`src/rtl/dict_loader_pkg.sv`:
```
`default_nettype none
// ============================================================================
// Module      : dict_loader_pkg
// Description : Shared constants for the field-3 dictionary loader: packed
//               word layout and FSM state encodings.
// Revision    : 1.0 - initial release
// ============================================================================
package dict_loader_pkg;

  localparam int WORD_WIDTH       = 32;
  localparam int ENTRIES_PER_WORD = 2;
  localparam int ENTRY_A_LSB      = 0;
  localparam int ENTRY_B_LSB      = 16;

  localparam logic [2:0] c_st_idle  = 3'd0;
  localparam logic [2:0] c_st_fetch = 3'd1;
  localparam logic [2:0] c_st_burst = 3'd2;
  localparam logic [2:0] c_st_drain = 3'd3;
  localparam logic [2:0] c_st_done  = 3'd4;
  localparam logic [2:0] c_st_error = 3'd5;

endpackage
`default_nettype wire

```
`src/rtl/dict_loader_fifo.sv`:
```
`default_nettype none
// ============================================================================
// Module      : dict_loader_fifo
// Description : Synchronous prefetch FIFO with flush, occupancy count and
//               full/empty flags; asynchronous active-high reset.
// Revision    : 1.0 - initial release
// ============================================================================
module dict_loader_fifo #(
  parameter int WIDTH = 30,
  parameter int DEPTH = 8
) (
  input  logic                     clk,
  input  logic                     reset,
  input  logic                     push,
  input  logic [WIDTH-1:0]         push_data,
  input  logic                     pop,
  input  logic                     flush,
  output logic [WIDTH-1:0]         pop_data,
  output logic [$clog2(DEPTH):0]   count,
  output logic                     full,
  output logic                     empty
);

  localparam int c_ptr_w = $clog2(DEPTH);

  typedef logic [c_ptr_w-1:0] ptr_t;
  typedef logic [c_ptr_w:0]   cnt_t;

  logic [WIDTH-1:0] r_mem [DEPTH];
  ptr_t             r_wr_ptr;
  ptr_t             r_rd_ptr;
  cnt_t             r_count;
  logic             w_push;
  logic             w_pop;

  assign full     = (r_count == cnt_t'(DEPTH));
  assign empty    = (r_count == '0);
  assign count    = r_count;
  assign pop_data = r_mem[r_rd_ptr];
  assign w_push   = push && !full;
  assign w_pop    = pop && !empty;

  always_ff @(posedge clk or posedge reset) begin
    if (reset) begin
      r_wr_ptr <= '0;
      r_rd_ptr <= '0;
      r_count  <= '0;
    end else if (flush) begin
      r_wr_ptr <= '0;
      r_rd_ptr <= '0;
      r_count  <= '0;
    end else begin
      if (w_push) r_wr_ptr <= r_wr_ptr + ptr_t'(1);
      if (w_pop)  r_rd_ptr <= r_rd_ptr + ptr_t'(1);
      r_count <= r_count + cnt_t'(w_push) - cnt_t'(w_pop);
    end
  end

  // Storage needs no reset; occupancy alone defines validity.
  always_ff @(posedge clk) begin
    if (w_push && !flush) r_mem[r_wr_ptr] <= push_data;
  end

endmodule
`default_nettype wire

```
`src/rtl/dict_field3_loader.sv`:
```
`default_nettype none
// ============================================================================
// Module      : dict_field3_loader
// Description : Boot-time loader streaming the packed field-3 table into the
//               dictionary as one unbroken write burst. Burst restart on FIFO
//               underflow is enabled by defining DICT_LOADER_RETRY_EN.
// Revision    : 1.0 - initial release
// ============================================================================
module dict_field3_loader
  import dict_loader_pkg::*;
#(
  parameter int KEY_WIDTH  = 8,
  parameter int VAL_WIDTH  = 15,
  parameter int ADDR_WIDTH = 32,
  parameter int FIFO_DEPTH = 8,
  parameter int MAX_RETRY  = 3
) (
  input  logic                  clk,
  input  logic                  reset,
  input  logic                  start,
  input  logic [ADDR_WIDTH-1:0] base_addr,
  output logic                  rd_req_valid,
  input  logic                  rd_req_ready,
  output logic [ADDR_WIDTH-1:0] rd_req_addr,
  input  logic                  rd_rsp_valid,
  input  logic [WORD_WIDTH-1:0] rd_rsp_data,
  output logic                  write_enable,
  output logic [VAL_WIDTH-1:0]  write_val,
  output logic                  busy,
  output logic                  done,
  output logic                  err,
  output logic [1:0]            retry_cnt
);

  localparam int c_num_words = (2 ** KEY_WIDTH) / ENTRIES_PER_WORD;
  localparam int c_cnt_w     = $clog2(FIFO_DEPTH) + 1;
  localparam int c_pair_w    = 2 * VAL_WIDTH;

  typedef logic [KEY_WIDTH-1:0]  key_t;
  typedef logic [c_cnt_w-1:0]    cnt_t;
  typedef logic [c_cnt_w:0]      sum_t;
  typedef logic [ADDR_WIDTH-1:0] addr_t;

  localparam key_t c_all_words = key_t'(c_num_words);
  localparam key_t c_last_word = key_t'(c_num_words - 1);
  localparam sum_t c_depth     = sum_t'(FIFO_DEPTH);

  logic [2:0]          r_state;
  addr_t               r_base;
  key_t                r_words_req;
  key_t                r_words_rcv;
  key_t                r_words_wr;
  cnt_t                r_outstanding;
  cnt_t                r_stale;
  logic                r_phase;
  logic                r_we;
  logic [VAL_WIDTH-1:0] r_wval;
  logic                r_done;
  logic                r_err;
`ifdef DICT_LOADER_RETRY_EN
  localparam logic [1:0] c_max_retry = 2'(MAX_RETRY);
  logic [1:0]          r_retry;
`endif

  logic                w_issue_state;
  logic                w_credit_ok;
  logic                w_req_fire;
  logic                w_rsp_keep;
  logic                w_start_ok;
  logic                w_underflow;
  logic                w_flush;
  logic                w_pop;
  logic [c_pair_w-1:0] w_push_data;
  logic [c_pair_w-1:0] w_head;
  cnt_t                w_fifo_count;
  logic                w_fifo_full;
  logic                w_fifo_empty;
  logic                w_unused_rsp_pad;

  assign w_issue_state = (r_state == c_st_fetch) || (r_state == c_st_burst);
  assign w_credit_ok   = (sum_t'(w_fifo_count) + sum_t'(r_outstanding)) < c_depth;
  assign rd_req_valid  = w_issue_state && (r_words_req != c_all_words) && w_credit_ok;
  assign w_req_fire    = rd_req_valid && rd_req_ready;
  assign rd_req_addr   = r_base + (addr_t'(r_words_req) << 2);

  // Responses to requests issued before the current load began are dropped.
  assign w_rsp_keep    = rd_rsp_valid && w_issue_state && (r_stale == '0);
  assign w_start_ok    = start && ((r_state == c_st_idle) || (r_state == c_st_done) ||
                                   (r_state == c_st_error));
  assign w_underflow   = (r_state == c_st_burst) && !r_phase && w_fifo_empty;
  assign w_flush       = w_start_ok || w_underflow;
  assign w_pop         = (r_state == c_st_burst) && r_phase;

  assign w_push_data      = {rd_rsp_data[ENTRY_B_LSB +: VAL_WIDTH],
                             rd_rsp_data[ENTRY_A_LSB +: VAL_WIDTH]};
  assign w_unused_rsp_pad = ^rd_rsp_data;

  dict_loader_fifo #(
    .WIDTH (c_pair_w),
    .DEPTH (FIFO_DEPTH)
  ) u_fifo (
    .clk       (clk),
    .reset     (reset),
    .push      (w_rsp_keep),
    .push_data (w_push_data),
    .pop       (w_pop),
    .flush     (w_flush),
    .pop_data  (w_head),
    .count     (w_fifo_count),
    .full      (w_fifo_full),
    .empty     (w_fifo_empty)
  );

  always_ff @(posedge clk or posedge reset) begin
    if (reset) begin
      r_state       <= c_st_idle;
      r_base        <= '0;
      r_words_req   <= '0;
      r_words_rcv   <= '0;
      r_words_wr    <= '0;
      r_outstanding <= '0;
      r_stale       <= '0;
      r_phase       <= 1'b0;
      r_we          <= 1'b0;
      r_wval        <= '0;
      r_done        <= 1'b0;
      r_err         <= 1'b0;
`ifdef DICT_LOADER_RETRY_EN
      r_retry       <= 2'd0;
`endif
    end else begin
      r_we          <= 1'b0;
      r_outstanding <= r_outstanding + cnt_t'(w_req_fire) - cnt_t'(rd_rsp_valid);

      if (w_start_ok)
        r_stale <= r_outstanding - cnt_t'(rd_rsp_valid);
      else if (rd_rsp_valid && (r_stale != '0))
        r_stale <= r_stale - cnt_t'(1);

      if (w_flush) begin
        r_words_req <= '0;
        r_words_rcv <= '0;
        r_words_wr  <= '0;
        r_phase     <= 1'b0;
      end else begin
        if (w_req_fire) r_words_req <= r_words_req + key_t'(1);
        if (w_rsp_keep) r_words_rcv <= r_words_rcv + key_t'(1);
      end

      case (r_state)
        c_st_idle, c_st_done, c_st_error: begin
          // done lags the DONE state by one cycle so it follows the last write.
          if (r_state == c_st_done) r_done <= 1'b1;
          if (w_start_ok) begin
            r_state <= c_st_fetch;
            r_base  <= base_addr;
            r_done  <= 1'b0;
            r_err   <= 1'b0;
`ifdef DICT_LOADER_RETRY_EN
            r_retry <= 2'd0;
`endif
          end
        end
        c_st_fetch: begin
          if (w_fifo_full || (r_words_rcv == c_all_words)) r_state <= c_st_burst;
        end
        c_st_burst: begin
          if (!r_phase) begin
            if (w_fifo_empty) begin
`ifdef DICT_LOADER_RETRY_EN
              if (r_retry == c_max_retry) begin
                r_state <= c_st_error;
                r_err   <= 1'b1;
              end else begin
                r_state <= c_st_drain;
                r_retry <= r_retry + 2'd1;
              end
`else
              r_state <= c_st_error;
              r_err   <= 1'b1;
`endif
            end else begin
              r_we    <= 1'b1;
              r_wval  <= w_head[VAL_WIDTH-1:0];
              r_phase <= 1'b1;
            end
          end else begin
            r_we       <= 1'b1;
            r_wval     <= w_head[c_pair_w-1:VAL_WIDTH];
            r_phase    <= 1'b0;
            r_words_wr <= r_words_wr + key_t'(1);
            if (r_words_wr == c_last_word) r_state <= c_st_done;
          end
        end
`ifdef DICT_LOADER_RETRY_EN
        c_st_drain: begin
          if (r_outstanding == '0) r_state <= c_st_fetch;
        end
`endif
        default: r_state <= c_st_idle;
      endcase
    end
  end

  assign write_enable = r_we;
  assign write_val    = r_wval;
  assign done         = r_done;
  assign err          = r_err;
  assign busy         = w_issue_state || (r_state == c_st_drain);
`ifdef DICT_LOADER_RETRY_EN
  assign retry_cnt    = r_retry;
`else
  assign retry_cnt    = 2'd0;
`endif

endmodule
`default_nettype wire

```
`config.mk`:
```
export PLATFORM = sky130hd
export DESIGN_NAME = dict_field3_loader
export DESIGN_NICKNAME = d
export VERILOG_FILES = /design/src/rtl/dict_loader_pkg.sv /design/src/rtl/dict_loader_fifo.sv /design/src/rtl/dict_field3_loader.sv
export SDC_FILE = /design/constraint.sdc
export NUM_CORES = 1
export LEC_CHECK = 0
export ABC_AREA = 1
export BUFFER_PORTS_ARGS = -buffer_cell sky130_fd_sc_hd__buf_2
export CORE_ASPECT_RATIO = 1.5
export CORE_MARGIN = 5
export CORE_UTILIZATION = 44
export CTS_CLUSTER_SIZE = 16
export DETAILED_ROUTE_END_ITERATION = 7
export GPL_ROUTABILITY_DRIVEN = 0
export PLACE_DENSITY = 0.68
export SETUP_SLACK_MARGIN = 0.3
export SKIP_LAST_GASP = 1
export SYNTH_ARGS = -nofsm -noshare
export SYNTH_HDL_FRONTEND = slang
export SYNTH_SLANG_ARGS = --single-unit
```
`constraint.sdc`:
```
create_clock -name clk -period 4 [get_ports clk]
set_input_delay 0.4 -clock clk [delete_from_list [all_inputs] [get_ports clk]]
set_output_delay 0.4 -clock clk [all_outputs]
set_load 0.01 [all_outputs]
```
==> flow_summary.rst <==
.. list-table::
   :header-rows: 1

   * - Metric
     - Value
   * - Design internal power
     - 6640 uW
   * - Number of hold buffers added after CTS
     - 0
   * - Crit start category
     - register
   * - Clock transition at path regs
     - 0.06 ns
   * - Register bit total from synthesis
     - 336
   * - Clk Tree Root Cell
     - sky130_fd_sc_hd__clkbuf_16
   * - # resized after CTS
     - 0
   * - Switching power
     - 3070 uW
   * - Pins over their slew limit
     - 0
   * - IO Count
     - 123
   * - Fraction of final layout cells sized beyond drive strength 1
     - 11.7%
   * - Standard cell with the maximum stage delay on the critical path
     - sky130_fd_sc_hd__dfrtp_1
   * - Post-route antenna net violation count
     - 0
   * - Count of unresolved DRC violations after routing
     - 0
   * - Overall fraction of global-route tracks in use
     - 19.1%
   * - WL per Instance
     - 16.2 um
   * - Worst flop-to-flop path startpoint
     - u_fifo.count[2]
   * - Result of the run
     - completed
   * - Number of search-and-repair iterations in the first detailed-routing pass
     - 8
   * - Post-CTS setup buffers
     - 0
   * - Leak
     - 0.00867 uW
   * - First-pass GRT wire length
     - 63000 um
   * - Least-Margin Pin Slew
     - 1.01 ns
   * - PortBufs
     - 118
   * - Area of the mapped netlist
     - 16300 sq um
   * - Commonest cells after routing, fill and taps aside
     - sky130_fd_sc_hd__nand2_1 (611), sky130_fd_sc_hd__inv_1 (293), sky130_fd_sc_hd__nand3_1 (250), sky130_fd_sc_hd__edfxtp_1 (240), sky130_fd_sc_hd__buf_2 (118)
   * - Worst-case headroom to the max-slew limit
     - 32.9%
   * - Area inside the core boundary
     - 36700 sq um
   * - Vias per cell
     - 5.06
   * - Initial antenna violation count
     - 3
   * - Power Dens Cells
     - 526 nW/um^2
   * - Yosys warning total
     - 0
   * - Cell chain of the critical path
     - ha_1 -> inv_1 -> fa_1 -> inv_1 -> nand3_1 -> nand3_1 -> nand2_1 -> a21oi_1 -> nand3_1 -> nand2_1 -> buf_2
   * - Prevailing post-synth register cell
     - sky130_fd_sc_hd__edfxtp_1
   * - Setup slack, reg-to-reg
     - 1.24 ns
   * - Drt first-iter violations
     - 1064
   * - Distinct cell type count of the synthesized netlist
     - 41
   * - Sequential share of power
     - 45.4%
   * - Clock buffer count from CTS
     - 34
   * - Max VDD drop
     - 0.396 mV
   * - Worst setup path class
     - register to output pin
   * - Worst skew pair latency
     - 0.52 ns
   * - Pin count of the biggest net entering global routing
     - 64
   * - Most common library cell in the layout ignoring fill and taps
     - sky130_fd_sc_hd__nand2_1
   * - Final Skew
     - 0.0207 ns
   * - Critical path's most frequent cell
     - sky130_fd_sc_hd__nand3_1
   * - Final net count
     - 2024
   * - Stage delay of the slowest cell on the critical path
     - 0.45 ns
   * - Number of cell instances on the worst register-to-register path
     - 10
   * - Overall die width
     - 167 um
   * - Post-detailed-routing wire length
     - 39300 um
   * - Avg Inst Size Synth
     - 9.00 sq um
   * - TritonCTS clock tree
     - yes
   * - Total Negative Setup Slacks
     - 0 ns
   * - Largest fanout of any net on the critical path
     - 6
   * - Area growth syn-to-layout
     - 13.5%
   * - Total vias in the final route
     - 12294
   * - Count of flip-flops with a built-in enable after synthesis
     - 240
   * - Unrepaired setup endpoints after global routing
     - false
   * - Type of element capturing the critical path
     - output pin
   * - Final Core Density
     - 50.3%
   * - Num Clock Sinks
     - 336
   * - Tcrit/Tclk final
     - 80.0%
   * - Count of H-tree levels built during CTS
     - 2
   * - Sw Ratio
     - 31.6%
   * - Proportion of synthesized chip area in sequential cells
     - 59.1%
   * - Crit path time final
     - 3.20 ns
   * - Maximum Capacitance Violations
     - 0
   * - Maximum clock path buffer count
     - 3
   * - Clock power frac
     - 31.5%
   * - Relative contribution of combinational cells to total power
     - 23.1%
   * - Worst min-delay path class
     - input port to async pin
   * - DP Wirelength
     - 24600 um
   * - Y dimension of the die
     - 245 um
   * - Critical register-to-register path endpoint
     - u_fifo.r_mem[4][19]
   * - Total of endpoints with negative setup slack in the final report
     - 0
   * - Max Fclk
     - 312 MHz
   * - Post-synthesis instance total
     - 1808
   * - Aggregate global routing overflow
     - 0
   * - Standard-cell row count
     - 86
   * - Area of the die
     - 41000 sq um
   * - Required @ worst endpoint
     - 3.60 ns
   * - Data arrival, critical path
     - 2.80 ns
   * - Proportion of synthesized flip-flops having asynchronous set or reset
     - 28.6%
   * - Via count of the first global-routing pass
     - 12527
   * - Total count of hold-check failures in the final report
     - 0
   * - Effective utilization at floorplan
     - 44.3%
[worst max path at each step]
stage | startpoint | to | slack (ns)
2_1_floorplan | u_fifo.count[2] | u_fifo.r_mem[0][0] | 1.06
3_3_place_gp | r_outstanding[3] | r_outstanding[2] | 1.32
3_5_place_dp | u_fifo.count[2] | u_fifo.r_mem[4][7] | 1.25
4_1_cts | r_words_req[0] | rd_req_addr[22] | 0.80
5_1_grt | r_words_req[0] | rd_req_addr[14] | 0.64
6_report | r_words_req[0] | rd_req_addr[22] | 0.80
[final cells by class]
| class | count | area (sq um) |
|---|---|---|
| clock inverters | 12 | 90.1 |
| well taps | 484 | 606 |
| multi-input cells | 1106 | 5270 |
| diodes | 1 | 2.50 |
| clock buffers | 48 | 985 |
| repair buffers | 141 | 763 |
| fillers | 3304 | 18200 |
| inverters | 300 | 1130 |
| flip-flops and latches | 336 | 9610 |
[per-layer routing]
layer,routed length [um],up-vias,track usage [%]
li1,-,5995,-
met1,14700,5714,21.3
met2,20000,439,34.9
met3,2570,142,3.28
met4,2030,4,10.2
met5,25,-,0
[cells in the mapped netlist, drive strengths merged (4+ instances only)]
| cell | instances | area share [%] |
|---|---|---|
| o21ai | 42 | 1.3 |
| a21oi | 9 | 0.30 |
| xnor2 | 4 | 0.22 |
| nor2 | 70 | 1.8 |
| nand4 | 22 | 0.85 |
| nand3 | 253 | 7.9 |
| ha | 33 | 2.5 |
| edfxtp | 240 | 44 |
| dfrtp | 96 | 15 |
| nor3 | 14 | 0.49 |
| clkbuf | 14 | 0.32 |
| xor2 | 26 | 1.4 |
| buf | 53 | 1.7 |
| nand2 | 613 | 14 |
| inv | 299 | 6.9 |
[cell families after synthesis]
group	after synthesis	share of synthesized area (%)
AO/OA/AOI/OAI	59	1.98
adder cells (fa/ha/maj)	36	2.91
buffers and inverters	367	8.95
other	1	0.0231
XOR/XNOR	30	1.62
flip-flops	336	59.1
AND/OR/NAND/NOR	979	25.4
[stage by stage]
step / total power (uW) / area [sq um] / setup slack (ns) / hold WS, ns / cells
4_1_cts: 9800 / 18500 / 0.799 / 0.0330 / 2427
2_1_floorplan: 5890 / 16300 / 1.06 / 0.443 / 1809
5_1_grt: 10300 / 18500 / 0.637 / 0.0693 / 2428
3_5_place_dp: 6720 / 17400 / 1.25 / 0.461 / 2367
6_report: 9710 / 18500 / 0.800 / 0.00797 / 2428
3_3_place_gp: 6660 / 17400 / 1.32 / 0.451 / 2367
[power by group through the flow]
stage	combinational, uW	sequential (uW)	clock (uW)
after global routing	2540	4460	3290
after CTS	2260	4410	3130
after floorplan	1470	4410	0
after global placement	2190	4470	0
final	2240	4410	3060
after detailed placement	2250	4480	0
[critical path: cells and delay by family (launching register included)]
family | cells | cell delay, ns
buffers and inverters | 3 | 0.28
adder cells (fa/ha/maj) | 2 | 0.63
flip-flops | 1 | 0.45
AND/OR/NAND/NOR | 5 | 0.55
AO/OA/AOI/OAI | 1 | 0.39
[registers in the layout (all words and copies together), names as in the netlist]
name and flops:
r_phase 1, r_base 32, r_words_rcv 8, write_enable 1
r_outstanding 4, err 1, u_fifo.r_mem 240, r_words_wr 8
u_fifo.count 4, done 1, write_val 15, r_words_req 8
r_stale 4, u_fifo.r_wr_ptr 3, u_fifo.r_rd_ptr 3, r_state 3
Power figures use the tool's default switching activity.
